--- config.mk ---
export PLATFORM = sky130hd
export DESIGN_NAME = serial_uart
export DESIGN_NICKNAME = d
export VERILOG_FILES = /design/src/rtl/uart_defs.sv /design/src/rtl/serial_rx.sv /design/src/rtl/serial_uart.sv
export SDC_FILE = /design/constraint.sdc
export NUM_CORES = 1
export LEC_CHECK = 0
export BUFFER_PORTS_ARGS = -buffer_cell sky130_fd_sc_hd__buf_4
export CORE_MARGIN = 5
export CORE_UTILIZATION = 38
export CTS_CLUSTER_DIAMETER = 100
export DETAILED_ROUTE_END_ITERATION = 7
export PLACE_DENSITY = 0.59
export SYNTH_ARGS = -nofsm -noshare
export SYNTH_HDL_FRONTEND = slang
export SYNTH_SLANG_ARGS = --single-unit
export TNS_END_PERCENT = 50
--- constraint.sdc ---
create_clock -name clk -period 3.7 [get_ports clk]
set_input_delay 0.185 -clock clk [delete_from_list [all_inputs] [get_ports clk]]
set_output_delay 0.185 -clock clk [all_outputs]
set_load 0.01 [all_outputs]
--- src/rtl/uart_defs.sv ---
// uart_defs: register offsets, STATUS bit positions and FSM encodings shared by serial_uart, SoC decode and bench.
// Latency: n/a (definitions only).
// Backpressure: n/a.
package uart_defs;

  // Upper address bits [15:4] that decode to this UART.
  localparam logic [11:0] UART_BASE_HI = 12'h7F1;

  // Register offsets (memAddr[3:0]).
  localparam logic [3:0] ADDR_DATA   = 4'h0;
  localparam logic [3:0] ADDR_STATUS = 4'h1;

  // STATUS bit positions; bits 7:4 read as zero.
  localparam int ST_RXFULL   = 0;
  localparam int ST_TXBUSY   = 1;
  localparam int ST_OVERRUN  = 2;
  localparam int ST_FRAMEERR = 3;

  typedef enum logic [1:0] {
    RX_IDLE  = 2'd0,
    RX_START = 2'd1,
    RX_DATA  = 2'd2,
    RX_STOP  = 2'd3
  } rx_state_t;

  typedef enum logic [1:0] {
    TX_IDLE  = 2'd0,
    TX_START = 2'd1,
    TX_DATA  = 2'd2,
    TX_STOP  = 2'd3
  } tx_state_t;

  // Select decode used by the SoC address decoder.
  function automatic logic is_uart_addr(input logic [15:0] mem_addr);
    return mem_addr[15:4] == UART_BASE_HI;
  endfunction

endpackage

--- src/rtl/serial_rx.sv ---
// serial_rx: 8N1 receiver -- 2-flop synchronizer, start-bit qualification, LSB-first data capture, stop check.
// Latency: byte/error pulse in the stop-sample cycle, ~3 + CLKS_PER_BIT/2 + 9*CLKS_PER_BIT cycles after the line falls.
// Backpressure: none; the parent must consume the one-cycle o_byte_vld / o_frame_err pulses.
// Ports: clk, reset (async active-low), i_serial (raw RX line), o_byte_vld (good byte pulse),
//        o_frame_err (bad stop bit pulse), o_byte_dat (received byte, valid with o_byte_vld).
module serial_rx
  import uart_defs::*;
#(
  parameter int CLKS_PER_BIT = 104,
  parameter int COUNTER_BITS = 8
) (
  input  logic       clk,
  input  logic       reset,
  input  logic       i_serial,
  output logic       o_byte_vld,
  output logic       o_frame_err,
  output logic [7:0] o_byte_dat
);

  localparam logic [COUNTER_BITS-1:0] BIT_LAST  = COUNTER_BITS'(CLKS_PER_BIT - 1);
  localparam logic [COUNTER_BITS-1:0] HALF_LAST = COUNTER_BITS'(CLKS_PER_BIT / 2 - 1);

  logic                    r_sync1;
  logic                    r_sync2;
  logic                    r_line_prev;
  rx_state_t               r_state;
  rx_state_t               w_state_nxt;
  logic [COUNTER_BITS-1:0] r_cnt;
  logic [2:0]              r_bit_idx;
  logic [7:0]              r_shift;
  logic                    w_fall;
  logic                    w_half;
  logic                    w_bit_end;
  logic                    w_sample;

  // Synchronizer and edge-detect history reset to the idle (high) line level,
  // so releasing reset on an idle line never looks like a start bit.
  always_ff @(posedge clk or negedge reset) begin
    if (!reset) begin
      r_sync1     <= 1'b1;
      r_sync2     <= 1'b1;
      r_line_prev <= 1'b1;
    end else begin
      r_sync1     <= i_serial;
      r_sync2     <= r_sync1;
      r_line_prev <= r_sync2;
    end
  end

  assign w_fall    = r_line_prev & ~r_sync2;
  assign w_half    = (r_cnt == HALF_LAST);
  assign w_bit_end = (r_cnt == BIT_LAST);

  // State register
  always_ff @(posedge clk or negedge reset) begin
    if (!reset) begin
      r_state <= RX_IDLE;
    end else begin
      r_state <= w_state_nxt;
    end
  end

  // Next-state logic
  always_comb begin
    w_state_nxt = r_state;
    case (r_state)
      RX_IDLE:  if (w_fall) w_state_nxt = RX_START;
      // Mid start bit: a line already back high was a glitch, drop it silently.
      RX_START: if (w_half) w_state_nxt = r_sync2 ? RX_IDLE : RX_DATA;
      RX_DATA:  if (w_bit_end && (r_bit_idx == 3'd7)) w_state_nxt = RX_STOP;
      RX_STOP:  if (w_bit_end) w_state_nxt = RX_IDLE;
      default:  w_state_nxt = RX_IDLE;
    endcase
  end

  // Output logic
  always_comb begin
    w_sample    = 1'b0;
    o_byte_vld  = 1'b0;
    o_frame_err = 1'b0;
    case (r_state)
      RX_DATA: w_sample = w_bit_end;
      RX_STOP: begin
        o_byte_vld  = w_bit_end & r_sync2;
        o_frame_err = w_bit_end & ~r_sync2;
      end
      default: ;
    endcase
  end

  // Bit timing and data capture. The half-bit wait in START shifts every later
  // sample to the middle of its bit period.
  always_ff @(posedge clk or negedge reset) begin
    if (!reset) begin
      r_cnt     <= '0;
      r_bit_idx <= 3'd0;
      r_shift   <= 8'h00;
    end else begin
      if ((r_state == RX_IDLE) || (w_state_nxt != r_state) || w_bit_end) begin
        r_cnt <= '0;
      end else begin
        r_cnt <= r_cnt + 1'b1;
      end

      if (r_state != RX_DATA) begin
        r_bit_idx <= 3'd0;
      end else if (w_sample) begin
        r_bit_idx <= r_bit_idx + 3'd1;
      end

      // LSB arrives first and ends up in bit 0 after eight shifts.
      if (w_sample) begin
        r_shift <= {r_sync2, r_shift[7:1]};
      end
    end
  end

  assign o_byte_dat = r_shift;

endmodule

--- src/rtl/serial_uart.sv ---
// serial_uart: memory-mapped 8N1 UART -- DATA/STATUS registers, TX framer, RX via serial_rx.
// Latency: zero-cycle register reads; writes take effect on the next edge; TX start bit begins on the write edge.
// Backpressure: DATA writes while txBusy are dropped; an unread RX byte is overwritten and flagged as overrun.
// Ports: clk, reset (async active-low), address/select/strobe/write/dataIn (processor bus),
//        dataOut (read data), serialIn (RX line), serialOut (TX line, registered), rxReady (= rxFull).
module serial_uart
  import uart_defs::*;
#(
  parameter int CLKS_PER_BIT = 104,
  parameter int COUNTER_BITS = 8
) (
  input  logic       clk,
  input  logic       reset,
  input  logic [3:0] address,
  input  logic       select,
  input  logic       strobe,
  input  logic       write,
  input  logic [7:0] dataIn,
  output logic [7:0] dataOut,
  input  logic       serialIn,
  output logic       serialOut,
  output logic       rxReady
);

  localparam logic [COUNTER_BITS-1:0] BIT_LAST = COUNTER_BITS'(CLKS_PER_BIT - 1);

  // Bus decode
  logic w_access;
  logic w_rd_data;
  logic w_wr_data;
  logic w_wr_status;

  assign w_access    = select & strobe;
  assign w_rd_data   = w_access & ~write & (address == ADDR_DATA);
  assign w_wr_data   = w_access &  write & (address == ADDR_DATA);
  assign w_wr_status = w_access &  write & (address == ADDR_STATUS);

  // ------------------------------------------------------------------
  // Receiver and RX-side status
  // ------------------------------------------------------------------
  logic       w_rx_vld;
  logic       w_rx_ferr;
  logic [7:0] w_rx_dat;
  logic [7:0] r_rx_hold;
  logic       r_rx_full;
  logic       r_overrun;
  logic       r_frame_err;

  serial_rx #(
    .CLKS_PER_BIT (CLKS_PER_BIT),
    .COUNTER_BITS (COUNTER_BITS)
  ) u_rx (
    .clk         (clk),
    .reset       (reset),
    .i_serial    (serialIn),
    .o_byte_vld  (w_rx_vld),
    .o_frame_err (w_rx_ferr),
    .o_byte_dat  (w_rx_dat)
  );

  // A completing byte beats a coincident DATA read: the new byte stays
  // pending, and since the old one was consumed it is not an overrun.
  // Error flags are sticky; a new error beats a clear in the same cycle.
  always_ff @(posedge clk or negedge reset) begin
    if (!reset) begin
      r_rx_hold   <= 8'h00;
      r_rx_full   <= 1'b0;
      r_overrun   <= 1'b0;
      r_frame_err <= 1'b0;
    end else begin
      if (w_rx_vld) begin
        r_rx_hold <= w_rx_dat;
        r_rx_full <= 1'b1;
      end else if (w_rd_data) begin
        r_rx_full <= 1'b0;
      end

      if (w_rx_vld && r_rx_full && !w_rd_data) begin
        r_overrun <= 1'b1;
      end else if (w_wr_status && dataIn[ST_OVERRUN]) begin
        r_overrun <= 1'b0;
      end

      if (w_rx_ferr) begin
        r_frame_err <= 1'b1;
      end else if (w_wr_status && dataIn[ST_FRAMEERR]) begin
        r_frame_err <= 1'b0;
      end
    end
  end

  assign rxReady = r_rx_full;

  // ------------------------------------------------------------------
  // Transmitter
  // ------------------------------------------------------------------
  tx_state_t               r_tx_state;
  tx_state_t               w_tx_state_nxt;
  logic [COUNTER_BITS-1:0] r_tx_cnt;
  logic [2:0]              r_tx_bit_idx;
  logic [2:0]              w_tx_bit_nxt;
  logic [7:0]              r_tx_dat;
  logic                    r_serial_out;
  logic                    w_tx_line_nxt;
  logic                    w_tx_busy;
  logic                    w_tx_load;
  logic                    w_tx_bit_end;

  assign w_tx_busy    = (r_tx_state != TX_IDLE);
  assign w_tx_load    = w_wr_data & ~w_tx_busy;
  assign w_tx_bit_end = (r_tx_cnt == BIT_LAST);

  // State register
  always_ff @(posedge clk or negedge reset) begin
    if (!reset) begin
      r_tx_state <= TX_IDLE;
    end else begin
      r_tx_state <= w_tx_state_nxt;
    end
  end

  // Next-state logic
  always_comb begin
    w_tx_state_nxt = r_tx_state;
    case (r_tx_state)
      TX_IDLE:  if (w_tx_load) w_tx_state_nxt = TX_START;
      TX_START: if (w_tx_bit_end) w_tx_state_nxt = TX_DATA;
      TX_DATA:  if (w_tx_bit_end && (r_tx_bit_idx == 3'd7)) w_tx_state_nxt = TX_STOP;
      TX_STOP:  if (w_tx_bit_end) w_tx_state_nxt = TX_IDLE;
      default:  w_tx_state_nxt = TX_IDLE;
    endcase
  end

  // Output logic: the line level for the *next* state is computed here and
  // registered, so serialOut changes exactly on state-entry edges and has no
  // combinational path from the bus.
  always_comb begin
    w_tx_bit_nxt  = 3'd0;
    w_tx_line_nxt = 1'b1;
    if (r_tx_state == TX_DATA) begin
      w_tx_bit_nxt = w_tx_bit_end ? (r_tx_bit_idx + 3'd1) : r_tx_bit_idx;
    end
    case (w_tx_state_nxt)
      TX_START: w_tx_line_nxt = 1'b0;
      TX_DATA:  w_tx_line_nxt = r_tx_dat[w_tx_bit_nxt];
      default:  w_tx_line_nxt = 1'b1;
    endcase
  end

  always_ff @(posedge clk or negedge reset) begin
    if (!reset) begin
      r_tx_cnt     <= '0;
      r_tx_bit_idx <= 3'd0;
      r_tx_dat     <= 8'h00;
      r_serial_out <= 1'b1;
    end else begin
      if ((r_tx_state == TX_IDLE) || w_tx_bit_end) begin
        r_tx_cnt <= '0;
      end else begin
        r_tx_cnt <= r_tx_cnt + 1'b1;
      end
      r_tx_bit_idx <= w_tx_bit_nxt;
      if (w_tx_load) begin
        r_tx_dat <= dataIn;
      end
      r_serial_out <= w_tx_line_nxt;
    end
  end

  assign serialOut = r_serial_out;

  // ------------------------------------------------------------------
  // Read mux (combinational, ignores strobe)
  // ------------------------------------------------------------------
  logic [7:0] w_status;

  always_comb begin
    w_status              = 8'h00;
    w_status[ST_RXFULL]   = r_rx_full;
    w_status[ST_TXBUSY]   = w_tx_busy;
    w_status[ST_OVERRUN]  = r_overrun;
    w_status[ST_FRAMEERR] = r_frame_err;
  end

  always_comb begin
    case (address)
      ADDR_DATA:   dataOut = r_rx_hold;
      ADDR_STATUS: dataOut = w_status;
      default:     dataOut = 8'h00;
    endcase
  end

endmodule

==> results of run 1 <==
==> critical path: stages (launching register included) <==
cell and delay, ns:
dfrtp_1 0.39, ha_1 0.22, nand2_1 0.08, nor3_1 0.20, and4b_1 0.49, and3b_1 0.44, mux2_2 0.38
==> cell families (layout without fill, tap and decap cells) <==
group,after synthesis,count (layout)
xor+xnor,14,14
fa+ha+maj,6,6
compound gates,32,32
flops,57,57
buf+inv,15,53
mux,25,25
simple gates,85,85
==> worst min path at each step <==
stage                    from  cells after the start          end
finish              dataIn[1]                      2  r_tx_dat[1]
global route        dataIn[5]                      2  r_tx_dat[5]
CTS                 dataIn[6]                      2  r_tx_dat[6]
detailed placement      reset                      1  r_tx_cnt[6]
global placement        reset                      1  r_tx_cnt[7]
floorplan               reset                      0  r_frame_err
==> cell usage in the layout (no fill, tap or decap), types with 2 or more instances in the layout <==
| cell type | n |
|---|---|
| xor2_1 | 6 |
| and2_1 | 4 |
| nand2_1 | 20 |
| nor3_1 | 3 |
| nor3b_1 | 2 |
| mux2i_1 | 2 |
| dfrtp_1 | 53 |
| a31oi_1 | 2 |
| buf_4 | 27 |
| ha_1 | 6 |
| nand3_1 | 13 |
| xnor2_1 | 8 |
| bufinv_16 | 3 |
| inv_1 | 8 |
| o21ai_0 | 9 |
| clkbuf_8 | 11 |
| a21oi_1 | 6 |
| a22o_1 | 3 |
| and3_1 | 2 |
| dlygate4sd3_1 | 2 |
| a21boi_0 | 3 |
| o2111ai_1 | 2 |
| mux2_2 | 22 |
| nor2_1 | 26 |
| dfstp_2 | 4 |
==> registers in the layout, indices dropped and copies added (netlist names), 2 cells and up <==
| register | cells |
|---|---|
| u_rx.r_cnt | 8 |
| u_rx.r_state | 2 |
| u_rx.r_bit_idx | 3 |
| r_tx_state | 2 |
| u_rx.o_byte_dat | 8 |
| r_rx_hold | 8 |
| r_tx_dat | 8 |
| r_tx_bit_idx | 3 |
| r_tx_cnt | 8 |
==> cell type report <==
type	count	area [um2]
multi-input cells	162	1160
flip-flops and latches	57	1430
inverters	8	30.0
well taps	96	120
clock inverters	4	98.8
repair buffers	29	223
clock buffers	12	155
fillers	640	3570
==> stage by stage <==
step | util | instance area [um2]
2_1_floorplan | - | 2660
3_3_place_gp | 0.434 | 2950
3_5_place_dp | 0.434 | 2950
4_1_cts | 0.474 | 3220
5_1_grt | 0.474 | 3220
6_report | 0.474 | 3220
==> per-layer routing <==
metal | wire [um] | up-vias | global-route usage
li1 | - | 885 | -
met1 | 2190 | 888 | 0.149
met2 | 2450 | 30 | 0.204
met3 | 193 | 8 | 0.0491
met4 | 76 | 0 | 0.0481
met5 | 0 | - | 0
==> repair_timing <==
item,CTS,global route
setup endpoints to repair,0,0
hold buffers,2,0
hold endpoints to repair,54,0
==> power groups by stage <==
stage	clock (W)	sequential, W	combinational (W)
global route	0.000781	0.000752	0.000180
detailed placement	0	0.000751	0.000156
CTS	0.000751	0.000741	0.000159
finish	0.000726	0.000741	0.000155
floorplan	0	0.000726	0.000123
global placement	0	0.000750	0.000151
==> flow_summary_export.csv, run 1 <==
group,metric,value,unit
final_layout,drive_gt1_frac,0.283,
critical_path,cp_data_required_time,3.92,ns
final_layout,area_delta_synth_final,21.1,%
logic_synthesis,synthesis.area,0.00266,mm2
power,p_int,0.00124,W
critical_path,crit_start,"u_rx.r_cnt[0]",
logic_synthesis,synth.most_common_cell,"dfrtp_1",
critical_path,endpoint_kind,"register",
logic_synthesis,avgSynthCellArea,11.4,um2
routing,first_iter_violations,114,
critical_path,arrival,2.53,ns
sta,worst_pin_slew,0.867,ns
sta,skew,0.00667,ns
sta,finalSetupViolCount,0,
critical_path,r2r-end,"u_rx.o_byte_dat[5]",
final_layout,nNetsFinal,291,
die,die_w,93.6,um
clock_network,cts_setup_buffers,0,
logic_synthesis,yosys.area.top_type,"dfrtp_1",
logic_synthesis,synth_compound_area_frac,0.0847,
placement,io_buffer_count,27,
placement,dp_hpwl,3410,um
grt,grt_overflow,0,
clock_network,cts_root_buffer,"clkbuf_8",
power,p_clk_frac,0.447,
final_layout,final_cells,368,
critical_path,reg2reg_depth,6,
logic_synthesis,ys_ff_latch,57,
clock_network,cts_tree,"built",
critical_path,endpoint,"u_rx.o_byte_dat[5]",
logic_synthesis,synth.top_cell.area_share,0.499,
flow_run,drv_cap,0,
logic_synthesis,synth-seq-area-share,0.538,
power,fin_total_pwr,0.00162,W
sta,fin_crit,2.31,ns
logic_synthesis,ys_top_cells_by_area,"dfrtp_1, mux2_2, dfstp_2",
die,io_pins,28,
sta,slew-limit-headroom,0.417,
power,pwr-share-comb,0.096,
sta,rsz0062_at_grt,"no",
die,core-area,0.00679,mm2
grt,first_global_vias,1818,
die,die_area,0.00877,mm2
sta,drv_slew,0,
run_status,outcome,"finished clean",
logic_synthesis,ys_types,47,
logic_synthesis,synthAdderAreaFrac,0.0282,
routing,vias,1811,
logic_synthesis,ys_top_cells_by_count,"dfrtp_1, nor2_1, mux2_2",
logic_synthesis,synthArstFlopShare,1.00,
critical_path,reg2reg_slack,1.39,ns
die,rows,30,
power,powerDensity,504,mW/mm2
sta,fin_hold_ws,0.0818,ns
routing,totalWireLength,4910,um
logic_synthesis,syn_inst,234,
min_path,hold_class,"primary input to register",
power,swShare,0.235,
placement,pre_cts_slack,1.36,ns
logic_synthesis,ys.flop_type,"dfrtp_1",
clock_network,clockBufferDepth,2,
grt,grt.total_usage,0.125,
sta,max_freq,433,MHz
logic_synthesis,synth_simple_gate_area_frac,0.171,
critical_path,cp-start-kind,"register",
sta,timing.final.ws_setup,1.39,ns
placement,placed_cells,350,
clock_network,clock-sinks,57,
clock_network,tritoncts.num_buffers,9,
critical_path,criticalPathCategory,"register to register",
sta,hold_viol,0,
grt,antenna_found_initial,0,
clock_network,h-tree-depth,3,
die,die_y,93.6,um
critical_path,path_max_fanout,9,
clock_network,ctsResizeCount,0,
grt,grt_first_pass_wirelength,8540,um
final_layout,diodes,0,
logic_synthesis,synth_mux_area_frac,0.106,
power,pwr-share-seq,0.457,
logic_synthesis,synth_edf_count,0,
logic_synthesis,synthXorXnorAreaFrac,0.0461,
sta,final.setup.tns,0,ns
routing,firstDrtPassIters,4,
logic_synthesis,syn_nets,258,
routing,drcViolationCount,0,
power,peakVddDrop,0.000228,V
routing,ant_nets,0,
power,leakagePower,1.53,nW
critical_path,r2r_start,"u_rx.r_cnt[0]",
clock_network,clk_latency,0.33,ns
power,p_switching,0.000380,W
sta,finalCritPeriodShare,0.625,
grt,grt_max_degree,58,
routing,wl_per_cell,13.4,um
die,start_util,0.391,
logic_synthesis,yosysWarnings,0,
clock_network,path_clk_slew,0.06,ns
logic_synthesis,synth_top_family_by_area,"simple AND/OR/NAND/NOR gates",
placement,gp_congestion,0.790,
routing,routed_via_density,4.92,
Power figures use the tool's default switching activity.
==> run 2, diff against run 1 <==
clock period = 2.3 ns   (was 3.7 ns; I/O delays follow)
==> run 2 against run 1 <==
Effect of this change: clock skew shrank 0.0016 ns; clock power is 14% higher; combinational power rose by 61%; non-clock buffer count up 9; cell count is 2.4% higher; die area is the same; largest cell class unchanged.
==> flow_summary_export.csv, run 2 (synthesized netlist as in run 1, its figures left out) <==
group,metric,value,unit
run_status,outcome,"finished clean",
routing,first_iter_violations,55,
sta,fin_crit,2.12,ns
min_path,hold_class,"primary input to register",
final_layout,drive_gt1_frac,0.306,
clock_network,cts_tree,"built",
routing,wl_per_cell,12.9,um
die,die_y,93.6,um
routing,routed_via_density,4.78,
final_layout,multiInputGateArea,0.00118,mm2
placement,post_dp_cell_area,0.00298,mm2
final_layout,register_area,0.00143,mm2
clock_network,cts_root_buffer,"clkbuf_8",
final_layout,diodes,0,
clock_network,clockBufferDepth,2,
routing,vias,1803,
power,peakVddDrop,0.000406,V
routing,drcViolationCount,0,
grt,met3_usage,0.0507,
grt,antenna_found_initial,0,
critical_path,cp-start-kind,"register",
sta,max_freq,471,MHz
final_layout,final_cell_mix,"dfrtp_1, buf_4, nor2_1, mux2_2, nand2_1",
final_layout,nNetsFinal,300,
sta,hold_viol,0,
placement,gp_congestion,0.870,
grt,use_met2,0.200,
critical_path,criticalPathCategory,"register to register",
clock_network,clock-sinks,57,
critical_path,path_max_fanout,5,
clock_network,h-tree-depth,3,
die,start_util,0.391,
final_layout,layout_commonest_cell,"dfrtp_1",
die,rows,30,
sta,skew,0.00506,ns
clock_network,clk_latency,0.33,ns
final_layout,nFillCells,635,
clock_network,path_clk_slew,0.06,ns
placement,io_buffer_count,27,
final_layout,final_cells,377,
die,die_area,0.00877,mm2
die,die_w,93.6,um
sta,slew-limit-headroom,0.539,
final_layout,area_delta_synth_final,21.8,%
routing,ant_nets,0,
grt,grt_use_met1,0.147,
grt,grt_max_degree,58,
flow_run,drv_cap,0,
critical_path,arrival,2.39,ns
sta,finalSetupViolCount,0,
critical_path,cp_data_required_time,2.57,ns
power,leakagePower,1.54,nW
grt,grt_first_pass_wirelength,8500,um
sta,finalCritPeriodShare,0.923,
grt,first_global_vias,1868,
final_layout,post-route-util,0.477,
die,core-area,0.00679,mm2
routing,totalWireLength,4850,um
placement,pre_cts_slack,0.160,ns
power,powerDensity,701,mW/mm2
critical_path,endpoint_kind,"register",
placement,placed_cells,355,
die,io_pins,28,
sta,worst_pin_slew,0.691,ns
grt,busiest_layer,"met2",
sta,timing.final.ws_setup,0.177,ns
grt,grt.total_usage,0.125,
routing,firstDrtPassIters,4,
sta,rsz0062_at_grt,"no",
sta,drv_slew,0,
clock_network,tritoncts.num_buffers,9,
sta,final.setup.tns,0,ns
final_layout,design_area,0.00324,mm2
placement,dp_hpwl,3370,um
grt,grt_overflow,0,
[run 2: changes by cell type in the layout (fill, tap and decap cells not counted), moves of 3 or more]
cell,change
buf_4,+5
dlygate4sd3_1,+4
a21boi_0,-3
bufinv_16,-3
clkinv_2,+3
[run 2: critical path, stage by stage (launching register included)]
cell and delay, ns:
dfrtp_1 0.42, ha_1 0.21, ha_1 0.30, and4_4 0.17, a31oi_4 0.19, o2111ai_1 0.17, a2111oi_2 0.40, o32a_1 0.21
[run 2: path summary, 6_finish.rpt]
kind	from	end	slack (ns)	cells past startpoint
max reg2reg	r_tx_bit_idx[0]	serialOut	0.18	7
min reg2reg	u_rx.r_sync1	u_rx.r_sync2	0.36	0
min in group asynchronous	reset	r_tx_dat[1]	0.38	2
min	dataIn[5]	r_tx_dat[5]	0.02	2
max	r_tx_bit_idx[0]	serialOut	0.18	7
max in group asynchronous	reset	r_rx_hold[3]	1.47	2
[run 2: routing by layer]
metal | routed length, um | part of all wire
met5 | 0 | 0
met2 | 2440 | 0.50
met4 | 41 | 0.0085
met3 | 186 | 0.038
met1 | 2180 | 0.45
[run 2: area by class of cell]
type,instances,area share
tap,96,0.0371
timing repair buffer,38,0.0927
multi-input combinational,162,0.363
sequential,57,0.442
inverter,8,0.00927
clock buffer,11,0.0467
clock inverter,5,0.00927
[run 2: what timing repair did]
action                     4_1_cts  5_1_grt
resized for setup                0        7
hold buffers                     6        0
hold endpoints to repair        58        0
setup endpoints to repair        0        1
buffers inserted                 0        0
[run 2: report_power, final]
| part | switching [W] | total, W | internal (W) |
|---|---|---|---|
| clock network | 0.000385 | 0.000828 | 0.000443 |
| registers | 0.000102 | 0.00119 | 0.00109 |
| logic | 0.000119 | 0.000250 | 0.000131 |
[run 2: through the flow]
step	total power [W]	hold slack, ns
global placement	0.00145	0.224
global route	0.00241	0.00276
floorplan	0.00137	-0.181
detailed placement	0.00146	0.217
CTS	0.00230	0.000889
finish	0.00227	0.0193
==> run 3, diff against run 2 <==
ABC_AREA = 1   (was not set)
CORE_UTILIZATION = 58   (was 38)
PLACE_DENSITY = 0.82   (was 0.59)
==> run 3 against run 2 <==
Effect of this change: worst setup slack better by 0.40 ns; core utilization grew 25 points; non-clock buffer count decreased by 9; area after synthesis up 0.94%; hold slack worse by 0.0060 ns; sequential power hardly changed; global-route usage rose by 6.6 points; first-iteration DRC count grew to 3.0 times the previous value; cell count grew 6.1%; clock skew increased by 0.0043 ns.
==> flow_summary_export.csv, run 3 <==
group,metric,value,unit
placement,gp_congestion,0.941,
logic_synthesis,ys.flop_type,"dfrtp_1",
critical_path,endpoint_kind,"register",
sta,fin_crit,1.73,ns
power,peakVddDrop,0.000626,V
critical_path,slowest_delay,0.37,ns
routing,firstDrtPassIters,6,
logic_synthesis,syn_inst,306,
sta,final.setup.tns,0,ns
final_layout,final_cell_mix,"nand2_1, dfrtp_1, inv_1, nor2_1, buf_4",
logic_synthesis,synth.most_common_cell,"nand2_1",
logic_synthesis,yosys.area.top_type,"dfrtp_1",
logic_synthesis,synthArstFlopShare,1.00,
grt,grt_max_degree,58,
die,die_area,0.00609,mm2
routing,drcViolationCount,0,
routing,routed_via_density,5.27,
final_layout,layout_commonest_cell,"nand2_1",
final_layout,post-route-util,0.728,
clock_network,cts_tree,"built",
critical_path,r2r-end,"u_rx.r_cnt[0]",
grt,antenna_found_initial,0,
critical_path,arrival,1.94,ns
clock_network,clock-sinks,57,
grt,first_global_vias,2032,
logic_synthesis,synthesis.area,0.00268,mm2
critical_path,reg2reg_depth,8,
critical_path,cpMostUsedCell,"nand2_1",
power,fin_total_pwr,0.00275,W
die,io_pins,28,
routing,vias,2107,
logic_synthesis,yosysWarnings,0,
sta,skew,0.00932,ns
critical_path,reg2reg_slack,0.57,ns
clock_network,ctsResizeCount,0,
critical_path,path_max_fanout,8,
critical_path,crit_chain,"ha_1 -> nand2_1 -> nor4_2 -> nand2_1 -> nand2_1 -> nand2_2 -> a21oi_4 -> nor2_1",
critical_path,cp_data_required_time,2.51,ns
power,powerDensity,855,mW/mm2
clock_network,path_clk_slew,0.07,ns
sta,rsz0062_at_grt,"no",
logic_synthesis,synth_edf_count,0,
final_layout,area_delta_synth_final,19.8,%
clock_network,tritoncts.num_buffers,9,
min_path,hold_class,"primary input to register",
critical_path,endpoint,"u_rx.r_cnt[0]",
routing,wl_per_cell,13.4,um
sta,worst_pin_slew,0.695,ns
logic_synthesis,ys_top_cells_by_count,"nand2_1, dfrtp_1, inv_1",
final_layout,nFillCells,323,
clock_network,clockBufferDepth,2,
die,core-area,0.00441,mm2
final_layout,diodes,0,
die,start_util,0.608,
die,rows,24,
die,die_w,78.0,um
placement,placed_cells,382,
critical_path,criticalPathCategory,"register to register",
logic_synthesis,synth.top_cell.area_share,0.494,
sta,finalCritPeriodShare,0.751,
logic_synthesis,ys_types,35,
placement,io_buffer_count,27,
logic_synthesis,syn_nets,330,
sta,finalSetupViolCount,0,
placement,pre_cts_slack,0.564,ns
final_layout,drive_gt1_frac,0.184,
critical_path,r2r_start,"u_rx.r_cnt[0]",
critical_path,slowest_stage,"dfrtp_1",
final_layout,final_cells,400,
sta,hold_viol,0,
final_layout,nNetsFinal,367,
logic_synthesis,ys_ff_latch,57,
clock_network,clk_latency,0.34,ns
routing,totalWireLength,5370,um
logic_synthesis,synth-seq-area-share,0.533,
clock_network,cts_root_buffer,"clkbuf_8",
logic_synthesis,ys_top_cells_by_area,"dfrtp_1, nand2_1, inv_1",
flow_run,drv_cap,0,
sta,slew-limit-headroom,0.537,
critical_path,cp-start-kind,"register",
grt,grt.total_usage,0.191,
sta,drv_slew,0,
routing,ant_nets,0,
routing,first_iter_violations,163,
sta,max_freq,579,MHz
power,leakagePower,1.56,nW
run_status,outcome,"finished clean",
die,die_y,78.0,um
clock_network,h-tree-depth,3,
sta,timing.final.ws_setup,0.572,ns
logic_synthesis,avgSynthCellArea,8.77,um2
grt,grt_overflow,0,
grt,grt_first_pass_wirelength,9140,um
placement,dp_hpwl,3680,um
critical_path,crit_start,"u_rx.r_cnt[0]",
## run 3: cell count changes after synthesis, sizes merged, moves of 7 or more
cell / change
nand3: +7
nor2: +10
xnor2: -7
a21oi: +8
o21ai: +16
mux2: -22
nand2: +44
inv: +40
## run 3: kinds of logic after synthesis
kind of cell               share of synthesized area
AOI/OAI and AO/OA                             0.0918
xor gates and xnor gates                      0.0228
adders and majority gates                     0.0280
buffers and inverters                         0.0746
DFF                                            0.533
muxes                                        0.00420
and+or+nand+nor                                0.245
## run 3: worst min path at each step
| stage | slack, ns | endpoint | start | cells after the start |
|---|---|---|---|---|
| after floorplan | -0.18 | r_frame_err | reset | 0 |
| after global routing | 0.02 | r_tx_dat[5] | dataIn[5] | 3 |
| after global placement | 0.21 | r_tx_cnt[7] | reset | 1 |
| after CTS | 0.01 | r_tx_dat[4] | dataIn[4] | 3 |
| final | 0.01 | r_tx_dat[4] | dataIn[4] | 3 |
| after detailed placement | 0.21 | r_tx_cnt[7] | reset | 1 |
## run 3: timing repair
action                                 CTS  global route
endpoints found under the hold margin   54             0
hold buffers                             2             0
setup buffers                            0             0
## run 3: report_power, final
group	total [W]	internal (W)	switching (W)	leakage (nW)
clock	0.00121	0.000808	0.000402	0.129
combinational	0.000371	0.000154	0.000217	0.723
sequential	0.00117	0.00109	0.0000767	0.710
## run 3: layer usage
metal,GRT usage,vias up,share of wire
li1,-,1056,-
met1,0.243,995,0.44
met2,0.301,45,0.50
met3,0.0400,11,0.038
met4,0.117,0,0.024
met5,0,-,0
## run 3: per-stage QoR
stage | hold WS (ns) | cell area, um2
6_report | 0.0133 | 3210
5_1_grt | 0.0160 | 3210
4_1_cts | 0.0110 | 3210
3_5_place_dp | 0.213 | 2930
3_3_place_gp | 0.207 | 2930
2_1_floorplan | -0.181 | 2680
## run 3: cell type report
cell class / count / area (um2) / share of cell area
Tap cell: 52 / 65.1 / 0.0202
Timing Repair Buffer: 29 / 223 / 0.0693
Multi-Input combinational cell: 198 / 1050 / 0.327
Clock buffer: 12 / 165 / 0.0514
Inverter: 48 / 180 / 0.0561
Clock inverter: 4 / 97.6 / 0.0304
Sequential cell: 57 / 1430 / 0.445
## run 3: critical path: cells and delay by family, from the launching register on
| family | cells | cell delay (ns) |
|---|---|---|
| simple gates | 6 | 0.75 |
| flops | 1 | 0.37 |
| compound gates | 1 | 0.25 |
| fa+ha+maj | 1 | 0.24 |
